## config.mk

```make
export PLATFORM = sky130hd
export DESIGN_NAME = pc_sequencer
export DESIGN_NICKNAME = d
export VERILOG_FILES = /design/src/rtl/rv_core_pkg.sv /design/src/rtl/fetch_timeout_counter.sv /design/src/rtl/pc_sequencer.sv
export SDC_FILE = /design/constraint.sdc
export NUM_CORES = 1
export LEC_CHECK = 0
export ABC_AREA = 1
export CORE_MARGIN = 2
export CORE_UTILIZATION = 46
export DETAILED_ROUTE_END_ITERATION = 16
export PLACE_DENSITY = 0.88
export RECOVER_POWER = 50
export SLEW_MARGIN = 30
export SYNTH_ARGS = -nofsm -noshare
export SYNTH_HDL_FRONTEND = slang
export SYNTH_SLANG_ARGS = --single-unit
```

## constraint.sdc

```tcl
create_clock -name clk -period 2.83 [get_ports clk]
set_clock_uncertainty 0.15 [all_clocks]
set_input_delay 0.4245 -clock clk [delete_from_list [all_inputs] [get_ports clk]]
set_output_delay 0.4245 -clock clk [all_outputs]
set_load 0.05 [all_outputs]
```

## src/rtl/rv_core_pkg.sv

```systemverilog
// Shared definitions for the single-cycle RISC-V core front end.
// Provides the PC sequencer state encoding, trap cause codes and the
// sequential PC increment.
package rv_core_pkg;

    localparam int unsigned XLEN    = 32;
    localparam int unsigned CAUSE_W = 4;

    typedef enum logic [1:0] {
        S_RESET = 2'd0,
        S_FETCH = 2'd1,
        S_EXEC  = 2'd2,
        S_TRAP  = 2'd3
    } pcseq_state_t;

    localparam logic [CAUSE_W-1:0] CAUSE_INSTR_MISALIGNED   = 4'd0;
    localparam logic [CAUSE_W-1:0] CAUSE_INSTR_ACCESS_FAULT = 4'd1;
    localparam logic [CAUSE_W-1:0] CAUSE_ILLEGAL_INSTR      = 4'd2;
    localparam logic [CAUSE_W-1:0] CAUSE_ECALL_M            = 4'd11;

    localparam logic [XLEN-1:0] PC_STEP = 32'd4;

    // A fetch target is legal only on a 4-byte boundary.
    function automatic logic is_misaligned(input logic [XLEN-1:0] addr);
        return (addr[1:0] != 2'b00);
    endfunction

endpackage

```

## src/rtl/fetch_timeout_counter.sv

```systemverilog
// Counts consecutive un-acknowledged fetch cycles.
// Ports:
//   clk     - rising-edge clock
//   reset   - synchronous active-high reset, clears the count
//   clear   - clears the count (ack received or not fetching)
//   enable  - count one more waiting cycle
//   expired - count has reached FETCH_TIMEOUT-1 (last allowed waiting cycle)
module fetch_timeout_counter #(
    parameter int unsigned FETCH_TIMEOUT = 16
) (
    input  logic clk,
    input  logic reset,
    input  logic clear,
    input  logic enable,
    output logic expired
);

    localparam int unsigned CNT_W = $clog2(FETCH_TIMEOUT) + 1;

    logic [CNT_W-1:0] r_count;

    // Saturates at the expiry value; the sequencer leaves FETCH at that point.
    always_ff @(posedge clk) begin
        if (reset) begin
            r_count <= '0;
        end else if (clear) begin
            r_count <= '0;
        end else if (enable && !expired) begin
            r_count <= r_count + CNT_W'(1);
        end
    end

    assign expired = (r_count == CNT_W'(FETCH_TIMEOUT - 1));

endmodule

```

## src/rtl/pc_sequencer.sv

```systemverilog
// Fetch/PC sequencing controller: drives the PC register's next value, runs
// the instruction-memory fetch handshake and arbitrates redirects, traps and
// mret.
// Ports:
//   clk, reset                 - clock, synchronous active-high reset
//   pc_cur / pc_next           - PC register output / PC register next value
//   imem_req/addr/ack/rdata    - instruction fetch handshake
//   instr, instr_valid         - latched instruction and execute qualifier
//   stall                      - hold the executing instruction
//   redirect_valid/target      - taken branch or jump
//   trap_req, trap_cause       - synchronous exception from execute
//   mret                       - return from trap
//   mepc, mcause               - saved trap PC and cause
module pc_sequencer
    import rv_core_pkg::*;
#(
    parameter logic [31:0]  RESET_VECTOR  = 32'h0000_0000,
    parameter logic [31:0]  TRAP_VECTOR   = 32'h0000_0100,
    parameter int unsigned  FETCH_TIMEOUT = 16
) (
    input  logic        clk,
    input  logic        reset,
    input  logic [31:0] pc_cur,
    output logic [31:0] pc_next,
    output logic        imem_req,
    output logic [31:0] imem_addr,
    input  logic        imem_ack,
    input  logic [31:0] imem_rdata,
    output logic [31:0] instr,
    output logic        instr_valid,
    input  logic        stall,
    input  logic        redirect_valid,
    input  logic [31:0] redirect_target,
    input  logic        trap_req,
    input  logic [3:0]  trap_cause,
    input  logic        mret,
    output logic [31:0] mepc,
    output logic [3:0]  mcause
);

    pcseq_state_t r_state;
    pcseq_state_t w_state_next;

    logic [31:0] r_instr;
    logic [31:0] r_mepc;
    logic [3:0]  r_mcause;

    logic [31:0] w_pc_next;
    logic        w_imem_req;
    logic        w_instr_valid;
    logic        w_instr_load;
    logic        w_trap_take;
    logic [3:0]  w_trap_cause;

    logic        w_cnt_clear;
    logic        w_cnt_enable;
    logic        w_expired;

    // Counter only runs while waiting in FETCH; any ack or other state clears it.
    assign w_cnt_clear  = (r_state != S_FETCH) || imem_ack;
    assign w_cnt_enable = (r_state == S_FETCH);

    fetch_timeout_counter #(
        .FETCH_TIMEOUT (FETCH_TIMEOUT)
    ) u_fetch_timeout_counter (
        .clk     (clk),
        .reset   (reset),
        .clear   (w_cnt_clear),
        .enable  (w_cnt_enable),
        .expired (w_expired)
    );

    // State register.
    always_ff @(posedge clk) begin
        if (reset) begin
            r_state <= S_RESET;
        end else begin
            r_state <= w_state_next;
        end
    end

    // Next-state, next-PC and handshake decode.
    always_comb begin
        w_state_next  = r_state;
        w_pc_next     = pc_cur;
        w_imem_req    = 1'b0;
        w_instr_valid = 1'b0;
        w_instr_load  = 1'b0;
        w_trap_take   = 1'b0;
        w_trap_cause  = '0;

        case (r_state)
            S_RESET: begin
                w_pc_next    = RESET_VECTOR;
                w_state_next = S_FETCH;
            end

            S_FETCH: begin
                w_imem_req = 1'b1;
                if (imem_ack) begin
                    w_instr_load = 1'b1;
                    w_state_next = S_EXEC;
                end else if (w_expired) begin
                    w_trap_take  = 1'b1;
                    w_trap_cause = CAUSE_INSTR_ACCESS_FAULT;
                    w_state_next = S_TRAP;
                end
            end

            S_EXEC: begin
                w_instr_valid = 1'b1;
                // Fixed priority: exception, misaligned redirect, mret,
                // redirect, stall, sequential.
                if (trap_req) begin
                    w_trap_take  = 1'b1;
                    w_trap_cause = trap_cause;
                    w_state_next = S_TRAP;
                end else if (redirect_valid && is_misaligned(redirect_target)) begin
                    w_trap_take  = 1'b1;
                    w_trap_cause = CAUSE_INSTR_MISALIGNED;
                    w_state_next = S_TRAP;
                end else if (mret) begin
                    w_pc_next    = r_mepc;
                    w_state_next = S_FETCH;
                end else if (redirect_valid) begin
                    w_pc_next    = redirect_target;
                    w_state_next = S_FETCH;
                end else if (stall) begin
                    w_state_next = S_EXEC;
                end else begin
                    w_pc_next    = pc_cur + PC_STEP;
                    w_state_next = S_FETCH;
                end
            end

            S_TRAP: begin
                w_pc_next    = TRAP_VECTOR;
                w_state_next = S_FETCH;
            end

            default: begin
                w_pc_next    = RESET_VECTOR;
                w_state_next = S_RESET;
            end
        endcase
    end

    // Instruction latch and trap CSR capture.
    always_ff @(posedge clk) begin
        if (reset) begin
            r_instr  <= '0;
            r_mepc   <= '0;
            r_mcause <= '0;
        end else begin
            if (w_instr_load) begin
                r_instr <= imem_rdata;
            end
            if (w_trap_take) begin
                r_mepc   <= pc_cur;
                r_mcause <= w_trap_cause;
            end
        end
    end

    assign pc_next     = w_pc_next;
    assign imem_req    = w_imem_req;
    assign imem_addr   = pc_cur;
    assign instr       = r_instr;
    assign instr_valid = w_instr_valid;
    assign mepc        = r_mepc;
    assign mcause      = r_mcause;

endmodule

```

## Word level (Yosys, flattened, before mapping)

Index checks and enable logic that the tools add are counted.

- Flip-flop bits (word level): 75
- Word-level logic and storage cells: 48
- Output and inout port bits: 134
- RAM bits: 0
- Memories kept: 0
- Bits in read-only memories: 0
- Bits in latches: 0
- Input port bits: 107

- Add/subtract/negate cells: 2
- $mul: 0
- Bitwise gates (word level): 0
- Equality and inequality tests: 6
- Div/mod/pow operators: 0
- Reductions and logical operators: 8
- Shift operators: 0
- Order comparisons: 0
- Muxes and demuxes: 27

Operators by type and width:

| operator | count |
|---|---|
| 32-bit 2-to-1 mux | 5 |
| 32-bit case mux with 3 select lines | 1 |
| 32-bit by 3-bit adder with 32-bit output (second input constant) | 1 |
| 2-bit 2-to-1 mux | 7 |
| 1-bit 2-to-1 mux | 10 |
| 4-bit case mux with 2 select lines | 1 |
| 2-bit case mux with 3 select lines | 1 |
| 5-bit by 1-bit adder with 5-bit output (second input constant) | 1 |
| 5-bit by 4-bit equality test with 1-bit output (second input constant) | 1 |
| 2-bit equality test (second input constant) | 2 |
| 4-bit 2-to-1 mux | 1 |
| 2-bit OR reduction | 2 |
| 3-bit inequality test (second input constant) | 1 |
| 2-bit by 1-bit equality test with 1-bit output (second input constant) | 1 |
| 1-bit logical AND | 2 |
| 2-bit zero test | 1 |
| 2-bit by 1-bit inequality test with 1-bit output (second input constant) | 1 |
| 1-bit case mux with 2 select lines | 1 |
| 2-bit nonzero test | 1 |
| 1-bit zero test | 1 |
| 1-bit logical OR | 1 |

## Longest topological paths before layout

Gate-level depths: netlist (run 1).

- Word-level depth: 7
- Depth in mapped cells: 14
- Gate-level depth less buffers: 14

## Hierarchy

From an unflattened synthesis (run 1), not the netlist that was laid out.

- Cells, all modules: 863
- Area total of the unflattened synthesis: 5211.2 µm²

By module, submodules not included:

| module | instances | cells each | seq. area each (µm²) | area each (µm²) |
|---|---|---|---|---|
| pc_sequencer | 1 | 829 | 1401.3 | 4941.0 |
| fetch_timeout_counter | 1 | 34 | 100.1 | 270.3 |

## Worst setup path before layout (run 1)

OpenSTA, ideal clock, no wires.

- Kind: flip-flop to output port
- Start point: register r_state[0]
- End point: output pc_next[4]
- Path buffers: 2
- Data arrival time: 2719 ps
- Path slack: -463 ps
- Required time: 2256 ps
- Stages on the path, launching flop included: 9
- Cell sequence: dfxtp_1 -> inv_1 -> ha_1 -> clkbuf_1 -> inv_1 -> nor2_1 -> buf_2 -> inv_1 -> o21ai_0

- Word-level cells in the longest chain between the ends: 2
- Elaborated cells on any way between the ends: 4
- Those cells by class: 2 x eq/ne; 1 x mux; 1 x reduce/logical

RTL lines:

| item | line | text |
|---|---|---|
| from (decl) | pc_sequencer.sv:41 | `pcseq_state_t r_state;` |
| from (signal assigned) | pc_sequencer.sv:78 | `r_state <= w_state_next;` |
| 2-bit equality test or 2-bit zero test (tied branches) | pc_sequencer.sv:92 | `case (r_state)` |
| 32-bit case mux with 3 select lines * | pc_sequencer.sv:92 |  |
| to (decl) | pc_sequencer.sv:24 | `output logic [31:0] pc_next,` |

Mark *: on every way between the ends. The rest lies on a longest branch, timed or not.

## Final worst setup path (run 1)

- Start point: input pc_cur[18]
- End point: output pc_next[31]

- Word-level cells in the longest chain between the ends: 7

RTL lines:

| item | line | text |
|---|---|---|
| from (decl) | pc_sequencer.sv:23 | `input logic [31:0] pc_cur,` |
| 32-bit by 3-bit adder with 32-bit output | pc_sequencer.sv:131 | `w_pc_next = pc_cur + PC_STEP;` |
| 32-bit 2-to-1 mux | pc_sequencer.sv:128 | `end else if (stall) begin` |
| 32-bit 2-to-1 mux | pc_sequencer.sv:125 | `end else if (redirect_valid) begin` |
| 32-bit 2-to-1 mux | pc_sequencer.sv:122 | `end else if (mret) begin` |
| 32-bit 2-to-1 mux | pc_sequencer.sv:118 | `end else if (redirect_valid && is_misaligned(redirect_target)) begin` |
| 32-bit 2-to-1 mux | pc_sequencer.sv:114 | `if (trap_req) begin` |
| 32-bit case mux with 3 select lines | pc_sequencer.sv:92 |  |

Every way passes these cells.

==> impl_metrics.yaml, run 1 <==
critical_path:
  end_kind: "primary output"
  cpMostUsedCell: "nand2_1"
  cp_max_fo: 3
  path_cells: "clkdlybuf4s50_1 -> nand2_2 -> nor2_2 -> nand2_1 -> nor2_1 -> nand2_1 -> nand2_1 -> nand3_1 -> nand2_1 -> nand2_1 -> nand2_1 -> nand2_1 -> nand2_1 -> buf_4"
  start_kind: "input pin"
  arrival_ns: 2.13
  critical_path_class: "in -> out"
  crit_required_ns: 2.26
  slowest_delay_ns: 0.50
  worst-r2r-setup-slack_ns: 0.41
  crit_slowest_cell: "clkdlybuf4s50_1"
  ff2ff_path_depth: 11
run:
  cap_violations: 0
finish:
  final_cell_mix: "nand2_1, clkdlybuf4s50_1, nor2_1, buf_4, dfxtp_1"
  area_growth_pct: 57.1
  drive_gt1_share_pct: 15.8
  final_common_cell: "nand2_1"
  fillers: 921
  nets: 1231
  n_antenna_cell: 0
synth:
  yosysWarnings: 0
  ys_seq_area_share_pct: 28.5
  synth_cell_types: 36
  syn_avg_cell_area_um2: 6.00
  synth-seq-cells: 75
  syn_nets: 991
  netlist_area_um2: 5270
  syn_inst: 879
placement:
  post-dp-hpwl_mm: 14.5
  gp_congestion: 0.981
  port-buffer-count: 240
die:
  core-area_um2: 11300
  dieArea_um2: 12300
  chipHeight_um: 111
  die_w_um: 111
  start_util_pct: 46.6
  ios: 241
  rows: 39
power_and_ir_drop:
  p_total_uw: 6660
  power_frac_comb_pct: 59.8
  p_int_uw: 3350
  p_seq_share_pct: 20.9
  p_leak_uw: 0.00370
  power.share.clock_pct: 19.3
  p_per_area_nw_per_um2: 804
  ir_worst_vdd_uv: 693
  switchingPower_uw: 3310
  swShare_pct: 49.7
drt:
  drt-total-wl_mm: 19.7
  drc: 0
  vias: 6678
  ant_nets: 0
  dr.pass1.iters: 5
  vias_per_cell: 5.27
  avgRoutedWirePerCell_um: 15.6
  drt_iter0_drc: 576
clocking:
  cts_made_buffers: 9
  clk_path_buf_depth: 2
  clock_tree.root_cell: "clkbuf_16"
  clk_pin_slew_worst_paths_ns: 0.06
  holdBufCountCts: 0
  clk-insertion-delay-late_ns: 0.33
  cts.sink_count: 75
  cts_tree: "done"
  htreeDepth: 3
timing:
  rsz0062_at_grt: "yes"
  maxSlewViolCount: 0
  hold_viol: 0
  timing.final.crit_share_pct: 95.5
  fmax_ghz: 0.370
  finalCriticalPeriod_ns: 2.70
  max_slew_margin_pct: 41.3
  setup_tns_ns: 0
  setup_violations: 0
  worst_pin_slew_ns: 0.875
global_route:
  grt_pass1_vias: 6426
  grt_pass1_wl_mm: 31.6
  antenna_found_initial: 0
  grt_max_degree: 51
  grt_usage_pct: 31.2
  overflow: 0
worst_hold_path:
  holdCritPathClass: "reg -> reg"
  whs_path_depth: 2
status:
  status: "finished, final reports clean"
## state kept, by name, indices dropped and copies added (netlist names)
name,flops
u_fetch_timeout_counter.r_count,5
mcause,4
mepc,32
instr,32
r_state,2
## cell type report
cell class	instances	area (um2)	share of cell area, %
Clock buffer	9	225	2.72
Clock inverter	7	98.8	1.19
Timing Repair Buffer	310	2900	35.0
Tap cell	143	179	2.16
Sequential cell	75	1500	18.1
Inverter	52	195	2.36
Multi-Input combinational cell	671	3180	38.4
## critical path: cells and delay by family
kind	cells	cell delay [ns]
buf+inv	2	0.69
simple gates	12	1.00
## metrics by stage
| stage | worst slack (ns) | std cells | cell area, um2 | hold WS (ns) | utilization (%) |
|---|---|---|---|---|---|
| after detailed placement | -0.132 | 1248 | 7870 | 0.312 | 69.5 |
| after global routing | -0.00395 | 1267 | 8280 | 0.348 | 73.2 |
| after CTS | 0.0000884 | 1267 | 8250 | 0.321 | 72.8 |
| after global placement | -0.0679 | 1248 | 7870 | 0.299 | 69.5 |
| after floorplan | -0.0938 | 879 | 5280 | 0.307 | - |
| final | 0.128 | 1267 | 8280 | 0.317 | 73.2 |
## metal layers
layer  up-vias  part of all wire (%)  track usage [%]
li1       3275                     -                -
met1      3003                    39             37.1
met3        71                   9.9             8.80
met5         -                     0                0
met2       329                    47             52.3
met4         0                   4.3             14.3
## path summary, 6_finish.rpt
path / to / startpoint
worst max register to register: mepc[18]$_SDFFE_PP0P_ / r_state[1]$_SDFFE_PP0P_
worst min-delay path: mcause[3]$_SDFFE_PP0P_ / mcause[3]$_SDFFE_PP0P_
worst min register to register: mcause[3]$_SDFFE_PP0P_ / mcause[3]$_SDFFE_PP0P_
worst max-delay path: pc_next[31] / pc_cur[18]
## cell usage after synthesis, drive strengths merged
cell type  count  share of area [%]
a211oi         1               0.14
a21oi         56                5.3
a22oi          3               0.43
a31oi          2               0.24
and2           1               0.12
buf           59                7.6
clkbuf        24                1.7
clkinv         1              0.071
dfxtp         75                 28
ha             5                1.2
inv           51                3.6
nand2        247                 18
nand3         31                3.3
nand3b         4               0.57
nand4         12                1.4
nor2         178                 14
nor3           5               0.47
o211ai         4               0.57
o21ai        102                9.8
o22ai          4               0.47
o31ai          1               0.14
or2            1               0.12
xnor2          3               0.50
xor2           9                1.5
## what timing repair did
action / CTS / global route
pin swaps: 6 / 4
gates cloned: 2 / 0
setup buffers: 1 / 0
resized for setup: 18 / 28
setup endpoints to repair: 23 / 28
## cell families after synthesis
family | Yosys count | share of synthesized area (%)
buffers and inverters | 135 | 13.0
adders and majority gates | 5 | 1.19
and+or+nand+nor | 479 | 38.2
AOI/OAI and AO/OA | 173 | 17.1
xor gates and xnor gates | 12 | 1.99
DFF | 75 | 28.5
## power by group through the flow
stage               sequential [uW]  combinational, uW  clock [uW]
floorplan                      2050               1920           0
global placement               1410               3880           0
detailed placement             1420               3930           0
CTS                            1400               3960        1290
global route                   1420               4200        1340
finish                         1390               3980        1280
Power figures use the tool's default switching activity.
==> run 2: changes to the inputs <==
--- a/config.mk
+++ b/config.mk
@@ -7,9 +7,9 @@
 export LEC_CHECK = 0
 export ABC_AREA = 1
 export CORE_MARGIN = 2
-export CORE_UTILIZATION = 46
+export CORE_UTILIZATION = 50
 export DETAILED_ROUTE_END_ITERATION = 16
-export PLACE_DENSITY = 0.88
+export DONT_BUFFER_PORTS = 1
 export RECOVER_POWER = 50
 export SLEW_MARGIN = 30
 export SYNTH_ARGS = -nofsm -noshare
==> constraint.sdc (replaced) <==
create_clock -name clk -period 2.95 [get_ports clk]
set_clock_uncertainty 0.15 [all_clocks]
set_input_delay 0.4425 -clock clk [delete_from_list [all_inputs] [get_ports clk]]
set_output_delay 0.4425 -clock clk [all_outputs]
set_load 0.05 [all_outputs]
==> run 2 against run 1 <==
Against the previous run: die area fell by 7.7%; hold slack got worse by 0.22 ns; critical path type is now reg -> out; clock power fell by 34%; non-clock buffer count fell by 261; largest cell class unchanged; largest power group unchanged; critical path depth fell by 7.
==> impl_metrics.yaml, run 2 (synthesis results as in run 1) <==
clocking:
  clk-insertion-delay-late_ns: 0.35
  cts_made_buffers: 9
  clk_pin_slew_worst_paths_ns: 0.09
  cts_tree: "done"
  clock_tree.root_cell: "clkbuf_8"
  post-cts-setup-buffer-count: 0
  htreeDepth: 3
  clk_path_buf_depth: 2
  cts.sink_count: 75
  cts_resized: 0
run:
  cap_violations: 0
finish:
  final_util_pct: 56.8
  n_antenna_cell: 0
  nets: 968
  drive_gt1_share_pct: 10.7
  final_common_cell: "nand2_1"
  final_cell_mix: "nand2_1, nor2_1, dfxtp_1, o21ai_0, a21oi_1"
  area_growth_pct: 10.8
drt:
  ant_nets: 0
  drt_iter0_drc: 389
  vias_per_cell: 5.57
  drt-total-wl_mm: 17.1
  drc: 0
  vias: 5555
  avgRoutedWirePerCell_um: 17.1
  dr.pass1.iters: 5
die:
  rows: 37
  start_util_pct: 51.3
  chipHeight_um: 107
  ios: 241
  core-area_um2: 10300
  die_w_um: 107
  dieArea_um2: 11400
worst_hold_path:
  whs_path_depth: 2
  holdCritPathClass: "in -> reg"
placement:
  gp_congestion: 0.894
  post-dp-hpwl_mm: 12.6
  port-buffer-count: 0
critical_path:
  ff2ff_path_depth: 11
  arrival_ns: 2.10
  cp_max_fo: 30
  crit_required_ns: 2.36
  end_kind: "primary output"
  critical_path_class: "reg -> out"
  start_kind: "register"
global_route:
  overflow: 0
  grt_pass1_vias: 5171
  antenna_found_initial: 0
  grt_max_degree: 51
  grt_usage_pct: 29.4
  grt_pass1_wl_mm: 26.7
timing:
  setup_tns_ns: 0
  timing.final.crit_share_pct: 91.1
  hold_viol: 0
  maxSlewViolCount: 0
  fmax_ghz: 0.372
  max_slew_margin_pct: 33.5
  setup_violations: 0
  worst_pin_slew_ns: 0.997
  rsz0062_at_grt: "no"
  finalCriticalPeriod_ns: 2.69
power_and_ir_drop:
  p_per_area_nw_per_um2: 938
  ir_worst_vdd_uv: 639
  p_leak_uw: 0.00255
  p_total_uw: 5480
status:
  status: "finished, final reports clean"
==> run 2: cell types whose count changed in the layout (fill, tap and decap cells not counted), moves of 6 or more <==
cell and delta:
clkbuf_16 -9, clkbuf_8 +9, buf_4 -86, dlygate4sd2_1 -7, dlymetal6s2s_1 -10, buf_6 -6, clkdlybuf4s50_1 -163, buf_12 +16
==> run 2: per-layer routing <==
layer / GRT usage [%] / part of all wire (%)
met1: 36.0 / 40
met2: 48.9 / 47
met3: 9.91 / 10
met4: 9.00 / 2.3
met5: 0 / 0
==> run 2: final cells by class <==
type,count,area (um2)
flip-flops and latches,75,1500
well taps,136,170
repair buffers,49,664
multi-input cells,669,3100
fillers,1079,4440
inverters,52,195
clock inverters,7,82.6
clock buffers,9,124
==> run 2: final timing paths <==
path	from	endpoint	slack (ns)
worst max-delay path	r_state[1]$_SDFFE_PP0P_	pc_next[2]	0.26
worst min-delay path	pc_cur[18]	mepc[18]$_SDFFE_PP0P_	0.09
worst max register to register	r_state[1]$_SDFFE_PP0P_	mepc[18]$_SDFFE_PP0P_	0.43
worst min register to register	u_fetch_timeout_counter.r_count[4]$_SDFFE_PP0P_	u_fetch_timeout_counter.r_count[4]$_SDFFE_PP0P_	0.34
==> run 2: report_power, final <==
group	switching [uW]	internal, uW	leakage, uW
clock network	435	404	0.0000984
registers	750	1210	0.000610
logic	1720	957	0.00184
==> run 2: what timing repair did <==
action / 4_1_cts / 5_1_grt
endpoints found under the setup margin: 0 / 0
hold buffers: 1 / 0
hold endpoints to repair: 4 / 0
==> run 2: critical path, cell delays in order (launching register included) <==
cell	delay, ns
dfxtp_1	0.37
inv_1	0.07
ha_2	0.30
nor2_2	0.14
buf_4	0.35
o21ai_0	0.18
o22ai_2	0.17
buf_12	0.16
==> run 2: through the flow <==
step | cell area [um2] | worst slack, ns | std cells | hold slack [ns]
after global placement | 5640 | 0.427 | 980 | 0.321
after CTS | 5860 | 0.253 | 997 | 0.0696
after detailed placement | 5640 | 0.417 | 980 | 0.333
after global routing | 5840 | 0.131 | 997 | 0.0784
after floorplan | 5280 | 0.00817 | 879 | 0.307
final | 5840 | 0.262 | 997 | 0.0926
==> run 3: changes to the inputs <==
--- a/config.mk
+++ b/config.mk
@@ -7,7 +7,7 @@
 export LEC_CHECK = 0
 export ABC_AREA = 1
 export CORE_MARGIN = 2
-export CORE_UTILIZATION = 50
+export CORE_UTILIZATION = 35
 export DETAILED_ROUTE_END_ITERATION = 16
 export DONT_BUFFER_PORTS = 1
 export RECOVER_POWER = 50
==> run 3 against run 2 <==
Against the previous run: routed wire length grew 3.2%; critical path depth is the same; critical endpoint is now pc_next[12]; critical path type unchanged; via count shrank 2.1%; sequential power is essentially flat.
==> impl_metrics.yaml, run 3 (synthesis results as in run 1) <==
critical_path:
  cp_max_fo: 12
  critical_path_class: "reg -> out"
  worst-r2r-setup-slack_ns: 0.35
  r2r_start: "r_state[0]$_SDFFE_PP0P_"
  cp-endpoint: "pc_next[12]"
  arrival_ns: 2.21
  rr_endpoint: "mepc[23]$_SDFFE_PP0P_"
  ff2ff_path_depth: 10
  crit_required_ns: 2.36
  start_kind: "register"
  end_kind: "primary output"
  critical_path.startpoint: "r_state[1]$_SDFFE_PP0P_"
power_and_ir_drop:
  p_per_area_nw_per_um2: 962
  p_int_uw: 2870
  swShare_pct: 50.9
  p_leak_uw: 0.00261
  switchingPower_uw: 2970
  p_total_uw: 5840
  power_frac_comb_pct: 48.7
  ir_worst_vdd_uv: 548
  p_seq_share_pct: 33.2
  power.share.clock_pct: 18.1
worst_hold_path:
  holdCritPathClass: "in -> reg"
  whs_path_depth: 1
placement:
  gp_congestion: 0.854
  post-dp-hpwl_mm: 12.8
  port-buffer-count: 0
timing:
  hold_viol: 0
  worst_pin_slew_ns: 0.899
  setup_tns_ns: 0
  maxSlewViolCount: 0
  setup_violations: 0
  holdWs_ns: 0.0183
  finalCriticalPeriod_ns: 2.80
  max_slew_margin_pct: 40.1
  fmax_ghz: 0.357
  rsz0062_at_grt: "no"
  timing.final.crit_share_pct: 94.9
die:
  rows: 44
  start_util_pct: 36.0
  ios: 241
  chipHeight_um: 127
  die_w_um: 127
  core-area_um2: 14600
  dieArea_um2: 16100
finish:
  n_antenna_cell: 0
  area_growth_pct: 15.1
  nets: 971
  drive_gt1_share_pct: 10.8
  final_common_cell: "nand2_1"
  final_cell_mix: "nand2_1, nor2_1, dfxtp_1, o21ai_0, a21oi_1"
global_route:
  grt_max_degree: 47
  antenna_found_initial: 0
  grt_pass1_vias: 5140
  grt_usage_pct: 21.5
  grt_pass1_wl_mm: 27.5
  overflow: 0
drt:
  vias_per_cell: 5.19
  avgRoutedWirePerCell_um: 16.8
  vias: 5438
  drc: 0
  drt_iter0_drc: 344
  dr.pass1.iters: 4
  drt-total-wl_mm: 17.6
  ant_nets: 0
clocking:
  clock_tree.root_cell: "clkbuf_16"
  holdBufCountCts: 0
  cts_made_buffers: 9
  cts.sink_count: 75
  post-cts-setup-buffer-count: 0
  cts_tree: "done"
  clk-insertion-delay-late_ns: 0.34
  cts_resized: 0
  htreeDepth: 3
  clk_path_buf_depth: 2
  clk_pin_slew_worst_paths_ns: 0.06
run:
  cap_violations: 0
status:
  status: "finished, final reports clean"
run 3: cell types whose count changed in the layout (fill, tap and decap cells not counted), moves of 2 or more:
cell / previous run / this run
buf_12: 25 / 32
buf_4: 18 / 13
clkbuf_1: 5 / 7
clkbuf_16: 0 / 9
clkbuf_8: 9 / 0
clkinv_2: 0 / 2
run 3: critical path, stage by stage (launching register included):
cell     delay [ns]
dfxtp_1        0.34
inv_1          0.06
ha_2           0.30
nor2_2         0.51
buf_4          0.30
nand2_1        0.07
nand2_1        0.13
buf_12         0.15
run 3: worst min-delay path by stage:
stage,to,slack (ns),from
6_report,mcause[2]$_SDFFE_PP0P_,0.02,reset
3_5_place_dp,u_fetch_timeout_counter.r_count[4]$_SDFFE_PP0P_,0.33,u_fetch_timeout_counter.r_count[4]$_SDFFE_PP0P_
2_1_floorplan,u_fetch_timeout_counter.r_count[1]$_SDFFE_PP0P_,0.31,u_fetch_timeout_counter.r_count[1]$_SDFFE_PP0P_
5_1_grt,mcause[1]$_SDFFE_PP0P_,0.0005,reset
3_3_place_gp,u_fetch_timeout_counter.r_count[1]$_SDFFE_PP0P_,0.32,u_fetch_timeout_counter.r_count[1]$_SDFFE_PP0P_
4_1_cts,mcause[1]$_SDFFE_PP0P_,0.003,reset
run 3: power by group through the flow:
| stage | clock [uW] | sequential [uW] | combinational, uW |
|---|---|---|---|
| CTS | 1090 | 1940 | 2880 |
| global placement | 0 | 1960 | 2860 |
| detailed placement | 0 | 1960 | 2880 |
| global route | 1120 | 1970 | 3070 |
| finish | 1050 | 1940 | 2840 |
| floorplan | 0 | 1970 | 1840 |
run 3: layout make-up:
class	count	area, um2
fillers	1557	8580
multi-input cells	669	3100
flip-flops and latches	75	1500
repair buffers	52	764
well taps	184	230
clock buffers	9	225
inverters	52	195
clock inverters	7	51.3
run 3: metrics by stage:
| stage | utilization [%] | setup slack [ns] | instances | cell area, um2 |
|---|---|---|---|---|
| final | 41.4 | 0.151 | 1048 | 6060 |
| after global placement | 39.7 | 0.460 | 1032 | 5820 |
| after floorplan | - | 0.00817 | 879 | 5280 |
| after detailed placement | 39.7 | 0.420 | 1032 | 5820 |
| after CTS | 41.6 | 0.135 | 1048 | 6090 |
| after global routing | 41.4 | 0.0397 | 1048 | 6060 |
run 3: metal layers:
| metal | global-route usage, % | wire (um) |
|---|---|---|
| met1 | 25.6 | 7320 |
| met2 | 37.4 | 8450 |
| met3 | 6.37 | 1550 |
| met4 | 6.46 | 278 |
| met5 | 0 | 0 |
==> edit 1 (config.mk and constraints of run 3) <==
`FETCH_TIMEOUT` is set to 16 in 2 places; all go to 8.
--- a/src/rtl/fetch_timeout_counter.sv
+++ b/src/rtl/fetch_timeout_counter.sv
@@ -6,7 +6,7 @@
 //   enable  - count one more waiting cycle
 //   expired - count has reached FETCH_TIMEOUT-1 (last allowed waiting cycle)
 module fetch_timeout_counter #(
-    parameter int unsigned FETCH_TIMEOUT = 16
+    parameter int unsigned FETCH_TIMEOUT = 8
 ) (
     input  logic clk,
     input  logic reset,
--- a/src/rtl/pc_sequencer.sv
+++ b/src/rtl/pc_sequencer.sv
@@ -16,7 +16,7 @@
 #(
     parameter logic [31:0]  RESET_VECTOR  = 32'h0000_0000,
     parameter logic [31:0]  TRAP_VECTOR   = 32'h0000_0100,
-    parameter int unsigned  FETCH_TIMEOUT = 16
+    parameter int unsigned  FETCH_TIMEOUT = 8
 ) (
     input  logic        clk,
     input  logic        reset,
Formal check against the unedited RTL: not equivalent (a bounded check fails within 10 cycles, from zero or initial values and one cycle with reset high).
==> edit 1 against run 3 <==
  * Sequential cell count decreased by 1
  * Power decreased by 2.4%
  * Global-route usage increased by 0.21 points
  * Setup slack improved by 0.24 ns
  * Synthesized area increased by 0.38%
  * Combinational power decreased by 5%
  * Final area decreased by 1.6%
  * Wire length increased by 0.45%
  * Largest power group unchanged
==> edit 1: results (changes against run 3) <==
Share of layout cells above drive strength 1: 9.72% (was 10.8%)
M1 wire length: 7420 um (was 7320 um)
Signal buffers: 56 (was 52)
Routability cong.: 0.878 (was 0.854)
Inverters: 58 (was 52)
Area contributors post-synth: dfxtp_1 (28%), nand2_1 (17%), nor2_1 (12%) (unchanged)
CP Launch Point: mepc[16]$_SDFFE_PP0P_ (was r_state[1]$_SDFFE_PP0P_)
First-pass GRT wire length: 27700 um (was 27500 um)
Area occupied by multi-input gates: 3040 sq um (was 3100 sq um)
Min-delay src: pc_cur[28] (was reset)
Synth Net Count: 982 (was 991)
Netlist cell types: 41 (was 36)
Sequential cell area share: 24.8% (about the same)
DR WL/cell: 16.9 um (was 16.8 um)
Setup slack after layout: 0.389 ns (was 0.151 ns)
Setup crit end: pc_next[16] (was pc_next[12])
Outcome: completed (unchanged)
Top Family by Delay on Critical Path: buffers and inverters (was simple AND/OR/NAND/NOR gates)
Met2 wire length: 8090 um (was 8450 um)
Commonest cells post-synth: nand2_1 (235), nor2_1 (171), o21ai_0 (91) (was nand2_1 (243), nor2_1 (165), dfxtp_1 (75), o21ai_0 (75), a21oi_1 (56))
Met1 GRT Util: 27.1% (was 25.6%)
Pin slew with the least headroom to its limit: 0.779 ns (was 0.899 ns)
Tot GR Track Use: 21.7% (was 21.5%)
Largest net degree at the start of global routing: 38 (was 47)
Pre-CTS WS: 0.421 ns (was 0.420 ns)
Critical-path maximum fanout: 3 (was 12)
Vias per inst: 5.20 (was 5.19)
Static leakage: 2.68 nW (was 2.61 nW)
[edit 1: cell types whose count changed after synthesis, moves of 8 or more]
cell,run 3,this run
o21ai_1,26,4
o21ai_0,75,91
clkbuf_1,24,15
clkbuf_8,0,9
inv_1,44,53
nand2_1,243,235
nand3_1,27,35
[edit 1: how the worst min path moves through the flow]
stage                                                      end  slack, ns  cells after the start
2_1_floorplan  u_fetch_timeout_counter.r_count[1]$_SDFFE_PP0P_       0.31                      2
3_3_place_gp   u_fetch_timeout_counter.r_count[1]$_SDFFE_PP0P_       0.32                      2
3_5_place_dp   u_fetch_timeout_counter.r_count[0]$_SDFFE_PP0P_       0.34                      2
4_1_cts                                  mepc[28]$_SDFFE_PP0P_       0.08                      2
5_1_grt                                  mepc[27]$_SDFFE_PP0P_        0.1                      2
6_report                                 mepc[28]$_SDFFE_PP0P_       0.10                      2
[edit 1: timing repair]
action                    4_1_cts  5_1_grt
resized for setup               0        0
hold endpoints to repair        4        0
hold buffers                    1        0
[edit 1: stage by stage]
step	std cells	total power, W	hold WS [ns]	area (sq um)
floorplan	871	0.00377	0.308	5290
global placement	1031	0.00467	0.324	5710
detailed placement	1031	0.00469	0.343	5710
CTS	1048	0.00576	0.0834	5990
global route	1048	0.00599	0.0984	5970
finish	1048	0.00569	0.101	5970
[edit 1: power breakdown]
part | total, W | leakage (nW) | switching, W | internal (W)
Clock | 0.00106 | 0.133 | 0.000485 | 0.000576
Sequential | 0.00192 | 0.602 | 0.000727 | 0.00120
Combinational | 0.00271 | 1.94 | 0.00171 | 0.000999
[edit 1: cells by family after synthesis]
family          synth area share, %
xor+xnor                       2.13
compound gates                 17.1
fa+ha+maj                     0.946
simple gates                   37.1
flops                          28.0
buf+inv                        14.7
==> edit 2 (flow settings as in run 3) <==
Without the edit above. Add an input register stage for `redirect_target`, with the module's reset; this delays it by one clock. The other inputs are not delayed to match.
--- a/src/rtl/pc_sequencer.sv
+++ b/src/rtl/pc_sequencer.sv
@@ -37,6 +37,16 @@
     output logic [31:0] mepc,
     output logic [3:0]  mcause
 );
+
+    logic [31:0] redirect_target_q;
+
+    always_ff @(posedge clk) begin
+        if (reset) begin
+            redirect_target_q <= '0;
+        end else begin
+            redirect_target_q <= redirect_target;
+        end
+    end
 
     pcseq_state_t r_state;
     pcseq_state_t w_state_next;
@@ -115,7 +125,7 @@
                     w_trap_take  = 1'b1;
                     w_trap_cause = trap_cause;
                     w_state_next = S_TRAP;
-                end else if (redirect_valid && is_misaligned(redirect_target)) begin
+                end else if (redirect_valid && is_misaligned(redirect_target_q)) begin
                     w_trap_take  = 1'b1;
                     w_trap_cause = CAUSE_INSTR_MISALIGNED;
                     w_state_next = S_TRAP;
@@ -123,7 +133,7 @@
                     w_pc_next    = r_mepc;
                     w_state_next = S_FETCH;
                 end else if (redirect_valid) begin
-                    w_pc_next    = redirect_target;
+                    w_pc_next    = redirect_target_q;
                     w_state_next = S_FETCH;
                 end else if (stall) begin
                     w_state_next = S_EXEC;
Formal check against the unedited RTL: not equivalent (a bounded check fails within 4 cycles, from zero or initial values and one cycle with reset high).
==> edit 2 against run 3 <==
  * Setup slack improved by 0.094 ns
  * Wire length rose by 16%
  * Sequential cell count rose by 32
  * Synthesized area rose by 17%
  * Synthesized cell count rose by 12%
  * Count of clock-buffer cells in the layout did not move
  * Utilization fell by 0.88 points
  * Power rose by 8.3%
  * Critical endpoint is now pc_next[8]
  * Final area rose by 16%
==> edit 2: results (changes against run 3) <==
Final non-clock buffer share: 10.9% (was 12.6%)
Share of layout cells above drive strength 1: 9.59% (was 10.8%)
Commonest cells post-synth: nand2_1 (242), nor2_1 (209), dfxtp_1 (107) (was nand2_1 (243), nor2_1 (165), dfxtp_1 (75), o21ai_0 (75), a21oi_1 (56))
Avg Inst Size Synth: 6.27 sq um (was 6.00 sq um)
Area after DPL: 6710 sq um (was 5820 sq um)
WL met3: 1930 um (was 1550 um)
Post-layout util: 40.5% (was 41.4%)
Area contributors post-synth: dfxtp_1 (35%), nand2_1 (15%), nor2_1 (13%) (was dfxtp_1 (28%), nand2_1 (17%), nor2_1 (12%))
Max IR drop VDD: 0.425 mV (was 0.548 mV)
DR WL/cell: 17.0 um (was 16.8 um)
ClkCell Share: 4.19% (was 4.56%)
HPWL Detailed: 14300 um (was 12800 um)
Static leakage: 3.12 nW (was 2.61 nW)
Register area share after synthesis: 34.7% (was 28.5%)
Largest net degree at the start of global routing: 49 (was 47)
M1 wire length: 8960 um (was 7320 um)
Critical-path maximum fanout: 8 (was 12)
Layout fillers: 1847 (was 1557)
Met2 wire length: 9000 um (was 8450 um)
Signal buffers: 59 (was 52)
Top-area cell type share of the netlist area: 34.7% (was 28.5%)
Outcome: completed (unchanged)
Vias: 6075 (was 5438)
Inverters: 78 (was 52)
Crit path arrival time: 2.11 ns (was 2.21 ns)
Initial DRT Pass Iterations: 5 (was 4)
Multi-input gate share of total cell area: 46.2% (was 51.1%)
Met3 Resource Use GR: 5.56% (was 6.37%)
Met2 Usage GRT: 32.7% (was 37.4%)
edit 2: logic make-up after synthesis:
| group | synth area share (%) |
|---|---|
| compound gates | 14.4 |
| xor+xnor | 1.84 |
| fa+ha+maj | 1.01 |
| buf+inv | 13.2 |
| flops | 34.7 |
| simple gates | 34.9 |
edit 2: final timing paths:
| check | from | endpoint | slack [ns] | cells past startpoint |
|---|---|---|---|---|
| worst min-delay path | reset | r_state[1]$_SDFFE_PP0P_ | 0.02 | 1 |
| worst max-delay path | r_state[0]$_SDFFE_PP0P_ | pc_next[8] | 0.24 | 6 |
| worst min register to register | u_fetch_timeout_counter.r_count[4]$_SDFFE_PP0P_ | u_fetch_timeout_counter.r_count[4]$_SDFFE_PP0P_ | 0.35 | 2 |
| worst max register to register | r_state[1]$_SDFFE_PP0P_ | mepc[19]$_SDFFE_PP0P_ | 0.58 | 11 |
edit 2: worst max-delay path, stage by stage (launching register included):
cell and delay, ns:
dfxtp_1 0.34, inv_1 0.10, ha_1 0.17, clkbuf_1 0.68
nand3_1 0.15, nand2_1 0.12, buf_4 0.20
edit 2: what timing repair did:
action / in CTS / in global routing
endpoints found under the setup margin: 0 / 0
endpoints found under the hold margin: 6 / 1
hold buffers: 3 / 1
gates resized for setup: 0 / 0
edit 2: stage by stage:
step,std cells,TNS [ns],power [W],hold WS (ns)
6_report,1195,0,0.00632,0.0208
5_1_grt,1195,0,0.00663,0.00259
4_1_cts,1194,0,0.00638,0.000722
3_5_place_dp,1175,0,0.00515,0.338
3_3_place_gp,1175,0,0.00513,0.318
2_1_floorplan,986,-0.718,0.00417,0.308
edit 2: power by group:
part	internal [W]	total (W)	switching, W
registers	0.00165	0.00234	0.000686
logic	0.00101	0.00275	0.00174
clock network	0.000595	0.00122	0.000627
